**src/rtl/noc_pkg.sv**
```systemverilog
// rtl/noc_pkg.sv - shared NoC packet fields, node addresses, packet kind and PE FSM state types
package noc_pkg;

    localparam int KIND_BIT  = 46;
    localparam int DEST_HI   = 45;
    localparam int DEST_LO   = 43;
    localparam int SRC_HI    = 42;
    localparam int SRC_LO    = 40;
    localparam int PAYLOAD_W = 40;

    localparam logic [2:0] ADDR_PE0 = 3'b011;
    localparam logic [2:0] ADDR_PE1 = 3'b001;
    localparam logic [2:0] ADDR_PE2 = 3'b000;
    localparam logic [2:0] ADDR_MEM = 3'b110;

    typedef enum logic {
        PKT_FILTER = 1'b0,
        PKT_PIXEL  = 1'b1
    } pkt_kind_e;

    typedef enum logic [1:0] {
        IDLE    = 2'd0,
        COMPUTE = 2'd1,
        EMIT    = 2'd2
    } state_e;

endpackage

```
**src/rtl/pe_mac3.sv**
```systemverilog
// rtl/pe_mac3.sv - combinational 3-tap unsigned multiply-add; PE_PSUM_CLIP_EN saturates the sum to one pixel
module pe_mac3 #(
    parameter int DWIDTH = 8,
    parameter int SUM_W  = 2 * DWIDTH + 2
) (
    input  logic [DWIDTH-1:0] p0,
    input  logic [DWIDTH-1:0] p1,
    input  logic [DWIDTH-1:0] p2,
    input  logic [DWIDTH-1:0] f0,
    input  logic [DWIDTH-1:0] f1,
    input  logic [DWIDTH-1:0] f2,
    output logic [SUM_W-1:0]  sum
);

    logic [SUM_W-1:0] raw;

    // Widening to SUM_W before multiplying keeps all three products and the carry.
    assign raw = (SUM_W'(p0) * SUM_W'(f0))
               + (SUM_W'(p1) * SUM_W'(f1))
               + (SUM_W'(p2) * SUM_W'(f2));

`ifdef PE_PSUM_CLIP_EN
    localparam logic [SUM_W-1:0] CLIP_MAX = SUM_W'((1 << DWIDTH) - 1);
    assign sum = (raw > CLIP_MAX) ? CLIP_MAX : raw;
`else
    assign sum = raw;
`endif

endmodule

```
**src/rtl/pe_noc_endpoint.sv**
```systemverilog
// rtl/pe_noc_endpoint.sv - PE NoC endpoint: filter latch, 5-pixel row 3-tap convolution, result packets (PE_PSUM_CLIP_EN clips psum)
module pe_noc_endpoint
    import noc_pkg::*;
#(
    parameter int                DWIDTH    = 8,
    parameter int                PWIDTH    = 47,
    parameter int                ADDR_W    = 3,
    parameter logic [ADDR_W-1:0] MY_ADDR   = ADDR_PE0,
    parameter logic [ADDR_W-1:0] PSUM_DEST = ADDR_MEM
) (
    input  logic              clk,
    input  logic              reset,
    input  logic              in_valid,
    output logic              in_ready,
    input  logic [PWIDTH-1:0] in_packet,
    output logic              out_valid,
    input  logic              out_ready,
    output logic [PWIDTH-1:0] out_packet,
    output logic              filter_loaded,
    output logic [7:0]        row_count,
    output logic              err_misroute,
    output logic              err_nofilt,
    output logic              busy
);

    localparam int SUM_W = 2 * DWIDTH + 2;

    state_e              state;
    state_e              state_next;
    logic [DWIDTH-1:0]   filt [0:2];
    logic [DWIDTH-1:0]   pix  [0:4];
    logic [1:0]          col;
    logic [DWIDTH-1:0]   tap_p0;
    logic [DWIDTH-1:0]   tap_p1;
    logic [DWIDTH-1:0]   tap_p2;
    logic [SUM_W-1:0]    mac_sum;
    logic [PWIDTH-1:0]   result;

    logic [ADDR_W-1:0]    pkt_dest;
    pkt_kind_e            pkt_kind;
    logic [PAYLOAD_W-1:0] payload;
    logic                 accept;
    logic                 addr_hit;
    logic                 row_start;
    logic                 unused_src;

    assign pkt_dest   = in_packet[DEST_HI:DEST_LO];
    assign pkt_kind   = pkt_kind_e'(in_packet[KIND_BIT]);
    assign payload    = in_packet[PAYLOAD_W-1:0];
    assign unused_src = ^in_packet[SRC_HI:SRC_LO];

    assign in_ready  = (state == IDLE);
    assign busy      = (state != IDLE);
    assign accept    = in_valid && in_ready;
    assign addr_hit  = (pkt_dest == MY_ADDR);
    assign row_start = accept && addr_hit && (pkt_kind == PKT_PIXEL) && filter_loaded;

    // Sliding three-pixel window over the latched row, selected by column.
    always_comb begin
        tap_p0 = pix[0];
        tap_p1 = pix[1];
        tap_p2 = pix[2];
        case (col)
            2'd1: begin
                tap_p0 = pix[1];
                tap_p1 = pix[2];
                tap_p2 = pix[3];
            end
            2'd2: begin
                tap_p0 = pix[2];
                tap_p1 = pix[3];
                tap_p2 = pix[4];
            end
            default: ;
        endcase
    end

    pe_mac3 #(
        .DWIDTH (DWIDTH),
        .SUM_W  (SUM_W)
    ) u_mac (
        .p0  (tap_p0),
        .p1  (tap_p1),
        .p2  (tap_p2),
        .f0  (filt[0]),
        .f1  (filt[1]),
        .f2  (filt[2]),
        .sum (mac_sum)
    );

    assign result = {1'b1, PSUM_DEST, MY_ADDR, row_count, 6'b0, col, 6'b0, mac_sum};

    always_comb begin
        state_next = state;
        case (state)
            IDLE:    if (row_start) state_next = COMPUTE;
            COMPUTE: state_next = EMIT;
            EMIT:    if (out_ready) state_next = (col == 2'd2) ? IDLE : COMPUTE;
            default: state_next = IDLE;
        endcase
    end

    always_ff @(posedge clk) begin
        if (reset) begin
            state         <= IDLE;
            col           <= 2'd0;
            out_valid     <= 1'b0;
            out_packet    <= '0;
            filter_loaded <= 1'b0;
            row_count     <= 8'd0;
            err_misroute  <= 1'b0;
            err_nofilt    <= 1'b0;
            for (int i = 0; i < 3; i++) filt[i] <= '0;
            for (int i = 0; i < 5; i++) pix[i] <= '0;
        end else begin
            state <= state_next;
            case (state)
                IDLE: begin
                    if (accept) begin
                        if (!addr_hit) begin
                            err_misroute <= 1'b1;
                        end else if (pkt_kind == PKT_FILTER) begin
                            for (int i = 0; i < 3; i++)
                                filt[i] <= payload[DWIDTH*(2-i) +: DWIDTH];
                            filter_loaded <= 1'b1;
                        end else if (!filter_loaded) begin
                            err_nofilt <= 1'b1;
                        end else begin
                            for (int i = 0; i < 5; i++)
                                pix[i] <= payload[DWIDTH*(4-i) +: DWIDTH];
                            col <= 2'd0;
                        end
                    end
                end
                COMPUTE: begin
                    out_packet <= result;
                    out_valid  <= 1'b1;
                end
                EMIT: begin
                    // out_valid drops between columns so every result is a distinct transfer.
                    if (out_ready) begin
                        out_valid <= 1'b0;
                        if (col == 2'd2) row_count <= row_count + 8'd1;
                        else             col       <= col + 2'd1;
                    end
                end
                default: ;
            endcase
        end
    end

endmodule

```
**config.mk**
```make
export PLATFORM = sky130hd
export DESIGN_NAME = pe_noc_endpoint
export DESIGN_NICKNAME = d
export VERILOG_FILES = /design/src/rtl/noc_pkg.sv /design/src/rtl/pe_mac3.sv /design/src/rtl/pe_noc_endpoint.sv
export SDC_FILE = /design/constraint.sdc
export NUM_CORES = 1
export LEC_CHECK = 0
export CORE_MARGIN = 10
export CORE_UTILIZATION = 30
export DETAILED_ROUTE_END_ITERATION = 7
export PLACE_DENSITY = 0.49
export SLEW_MARGIN = 20
export SYNTH_ARGS = -nofsm -noshare
export SYNTH_HDL_FRONTEND = slang
export SYNTH_HIERARCHICAL = 1
export SYNTH_SLANG_ARGS = --single-unit
export TNS_END_PERCENT = 20
```
**constraint.sdc**
```tcl
create_clock -name clk -period 13.5 [get_ports clk]
set_input_delay 4.05 -clock clk [delete_from_list [all_inputs] [get_ports clk]]
set_output_delay 4.05 -clock clk [all_outputs]
set_load 0.005 [all_outputs]
```
==> results_dict.tcl <==
set metrics [dict create \
    maximum_number_of_pins_on_one_net_before_global_route_repair 50 \
    layout.filler_cells 3913 \
    cts_root_buf "sky130_fd_sc_hd__clkbuf_16" \
    fin_crit_ns 8.23 \
    timing.setup.critical_path_class "reg -> reg" \
    clk_path_buf_depth 2 \
    dr_vias_cell 4.42 \
    post_cts_resized 0 \
    cap_viol_max_count 0 \
    drt_first_iter_violations 375 \
    syn-mean-instance-area_um2 9.58 \
    finalSetupViolCount 0 \
    cp_cell_sequence "inv_1 -> ha_1 -> a22oi_1 -> o21ai_0 -> nand2_1 -> fa_1 -> fa_1 -> inv_1 -> fa_1 -> fa_1 -> fa_1 -> fa_1 -> inv_1 -> fa_1 -> inv_1 -> ha_1 -> a21o_1 -> a21oi_1 -> a21oi_1 -> or3_1 -> a21oi_2 -> xnor2_1 -> nand2_1 -> a21oi_1" \
    place.gp.congestion 0.798 \
    antenna_violations_before_repair 0 \
    synthToLayoutAreaGrowth_pct 15.7 \
    edff_count_synth 64 \
    place_ws_ns 5.24 \
    power_density_mw_per_mm2 98.9 \
    crit_buf_inv 4 \
    rsz0062_at_grt "no" \
    dieHeight_um 216 \
    htreeDepth 3 \
    outcome "finished, final reports clean" \
    placement_rows 71 \
    insertedDiodeCount 0 \
    postSynthRegisterBits 109 \
    placeable_core_region_mm2 0.0378 \
    layout.area.seq_mm2 0.00282 \
    start_util 0.305 \
    post_synth_instance_area_mm2 0.0115 \
    final_layout_size_suffix_gt1_frac 0.0317 \
    cts_hold_buffers 0 \
    number_of_buffers_created_by_cts 9 \
    post_cts.repair.setup_buffers 0 \
    die_w_um 216 \
    slew_viol_final 0 \
    cellLeakagePower_uw 0.00600 \
    grt_pass1_vias 8703 \
    number_of_detailed_routing_iterations_run_before_antenna_repair 5 \
    tritoncts "yes" \
    routedWlPerCell_um 15.5 \
    worstHoldPathType "reg -> reg" \
    numPortBuffers 94 \
    dieArea_mm2 0.0466 \
    cp_data_required_time_ns 13.78 \
    wire_length_of_the_first_global_routing_pass_um 46700 \
    dr_total_vias 7982 \
    multiInputGateArea_mm2 0.00757 \
    synth_async_sr_flop_share 0 \
    cts.reportedPaths.clkPinSlew_ns 0.08 \
    worst_setup_path_end_kind "register" \
    clock_sink_count 109 \
    post_synth_inst_count 1201 \
    crit_path_max_fanout 27 \
    critical_path.startpoint_type "register" \
    critical_path_arrival_ns 8.51 \
    finalHoldViolations 0 \
    drc 0 \
    cp_common_cell "sky130_fd_sc_hd__fa_1" \
    synth-seq-area-share 0.245 \
    layout_worst_path_cycle_share 0.610 \
    critical-path-top-delay-family "adder cells" \
    timing.final.ws_setup_ns 5.27 \
    grt_util_all_layers 0.125 \
    post_dp_hpwl_um 23200 \
    yosys_most_used_dff "sky130_fd_sc_hd__edfxtp_1" \
    clkLatencyLatePin_ns 0.37 \
    wirelength_um 28000 \
    timing.slew.headroom 0.247 \
    vdd_drop_max_uv 81.5 \
    crit_path_top_delay_cell "sky130_fd_sc_hd__o21ai_0" \
    timing.fmax_mhz 122 \
    layout_nets 1604 \
    delay_of_the_slowest_cell_on_the_worst_path_ns 0.93 \
    num_io_pins 112 \
    grt_remaining_overflow 0 \
    yosys_warnings 6 \
    drt.antenna.violating_nets 0 \
    ys_types 50 \
    setup_total_negative_slack_ns 0 \
    fin_worst_skew_ns 0.0150 \
    tightest_slew_ns 1.12 \
]
==> where the power goes <==
| part | switching, µW | total, µW | internal, µW |
|---|---|---|---|
| Clock | 139 | 270 | 131 |
| Combinational | 384 | 675 | 291 |
| Sequential | 11.7 | 370 | 359 |
==> routing by layer <==
metal / wire length (µm) / track usage
met5: 0 / 0
met4: 389 / 0.0298
met3: 1030 / 0.0246
met2: 13800 / 0.213
met1: 12900 / 0.158
==> path summary, 6_finish.rpt <==
| path | slack (ns) | end | start | depth (start not counted) |
|---|---|---|---|---|
| worst min-delay path | 0.45 | out_packet[11] | out_packet[11] | 2 |
| worst max register to register | 5.27 | out_packet[15] | col[0] | 24 |
| worst min register to register | 0.45 | out_packet[11] | out_packet[11] | 2 |
| worst max-delay path | 5.27 | out_packet[15] | col[0] | 24 |
==> state kept, by name, summed over array words and instances (netlist names) <==
register	cells
pix	40
state	2
out_valid	1
err_nofilt	1
filt	24
out_packet	29
err_misroute	1
filter_loaded	1
row_count	8
col	2
==> cell usage after synthesis, types with 2 or more instances <==
cell                       count  area (µm²)
sky130_fd_sc_hd__nor4_4        2        42.5
sky130_fd_sc_hd__a21oi_2       2        17.5
sky130_fd_sc_hd__nor2b_1       2        12.5
sky130_fd_sc_hd__ha_1        102        1280
sky130_fd_sc_hd__nand2_1     160         601
sky130_fd_sc_hd__a21oi_1      46         230
sky130_fd_sc_hd__o31ai_1       4        30.0
sky130_fd_sc_hd__dfxtp_1      45         901
sky130_fd_sc_hd__and2_1      189        1180
sky130_fd_sc_hd__nand3b_1      2        15.0
sky130_fd_sc_hd__inv_1       236         886
sky130_fd_sc_hd__or3_1         6        37.5
sky130_fd_sc_hd__nor2_1       15        56.3
sky130_fd_sc_hd__fa_1        161        3220
sky130_fd_sc_hd__nor3_1        4        20.0
sky130_fd_sc_hd__a22oi_1      24         180
sky130_fd_sc_hd__buf_1         5        18.8
sky130_fd_sc_hd__clkbuf_1     15        56.3
sky130_fd_sc_hd__a211oi_1      4        30.0
sky130_fd_sc_hd__mux2i_1       3        30.0
sky130_fd_sc_hd__edfxtp_1     64        1920
sky130_fd_sc_hd__o21a_1        5        37.5
sky130_fd_sc_hd__a21o_1        4        30.0
sky130_fd_sc_hd__o21ai_1       3        15.0
sky130_fd_sc_hd__buf_2         3        15.0
sky130_fd_sc_hd__nand2b_1      4        25.0
sky130_fd_sc_hd__buf_4        18         135
sky130_fd_sc_hd__clkbuf_2      4        20.0
sky130_fd_sc_hd__nand4b_1      2        17.5
sky130_fd_sc_hd__xor2_1        6        52.6
sky130_fd_sc_hd__buf_6         2        22.5
sky130_fd_sc_hd__or4_1         4        30.0
sky130_fd_sc_hd__xnor2_1       5        43.8
sky130_fd_sc_hd__o21ai_0      29         145
sky130_fd_sc_hd__nand3_1       6        30.0
==> worst reg2reg max path, cell delays in order, from the launching register on <==
cell	delay [ns]
sky130_fd_sc_hd__dfxtp_1	0.35
sky130_fd_sc_hd__inv_1	0.07
sky130_fd_sc_hd__ha_1	0.86
sky130_fd_sc_hd__a22oi_1	0.22
sky130_fd_sc_hd__o21ai_0	0.93
sky130_fd_sc_hd__nand2_1	0.20
sky130_fd_sc_hd__fa_1	0.56
sky130_fd_sc_hd__fa_1	0.55
sky130_fd_sc_hd__inv_1	0.05
sky130_fd_sc_hd__fa_1	0.49
sky130_fd_sc_hd__fa_1	0.60
sky130_fd_sc_hd__fa_1	0.46
sky130_fd_sc_hd__fa_1	0.49
sky130_fd_sc_hd__inv_1	0.05
sky130_fd_sc_hd__fa_1	0.47
sky130_fd_sc_hd__inv_1	0.04
sky130_fd_sc_hd__ha_1	0.33
sky130_fd_sc_hd__a21o_1	0.21
sky130_fd_sc_hd__a21oi_1	0.22
sky130_fd_sc_hd__a21oi_1	0.15
sky130_fd_sc_hd__or3_1	0.40
sky130_fd_sc_hd__a21oi_2	0.16
sky130_fd_sc_hd__xnor2_1	0.12
sky130_fd_sc_hd__nand2_1	0.06
sky130_fd_sc_hd__a21oi_1	0.11
==> cell usage in the layout (no fill, tap or decap), drive strengths merged, types with 2 or more instances in the layout <==
cell,instances
and2,189
clkinv,4
nor3,4
nand3,6
nand2,160
o21ai,32
or4,4
a211oi,4
o31ai,4
clkbuf,9
a22oi,24
nand2b,4
ha,102
a21oi,48
nor2b,2
conb,14
nand4b,2
mux2i,3
fa,161
o21a,5
xnor2,5
nand3b,2
dfxtp,45
xor2,6
buf,19
nor4,3
inv,238
edfxtp,64
or3,6
clkdlybuf4s50,93
a21o,4
nor2,15
==> metrics by stage <==
stage	utilization	cells	hold WS, ns	cell area [µm²]	power [µW]
floorplan	-	1214	0.453	11500	901
global placement	0.344	1789	0.444	13000	1050
detailed placement	0.344	1790	0.448	13000	1060
CTS	0.352	1806	0.459	13300	1340
global route	0.352	1806	0.475	13300	1460
finish	0.352	1806	0.454	13300	1320
==> kinds of logic (layout without fill, tap and decap cells) <==
kind of cell | Yosys count | in the layout | share of synthesized area
AOI/OAI and AO/OA | 130 | 130 | 0.0688
muxes | 3 | 3 | 0.00261
xor gates and xnor gates | 11 | 11 | 0.00838
and+or+nand+nor | 401 | 401 | 0.183
adders and majority gates | 263 | 263 | 0.391
DFF | 109 | 109 | 0.245
buffers and inverters | 283 | 364 | 0.100
other | 1 | 14 | 0.000326
==> cell type report <==
cell class,instances,share of cell area
flip-flops and latches,109,0.212
well taps,511,0.0481
multi-input cells,822,0.570
inverters,236,0.0666
repair buffers,112,0.0808
clock buffers,9,0.0169
clock inverters,7,0.00583
Note: power is estimated with default switching activity, not from simulation.
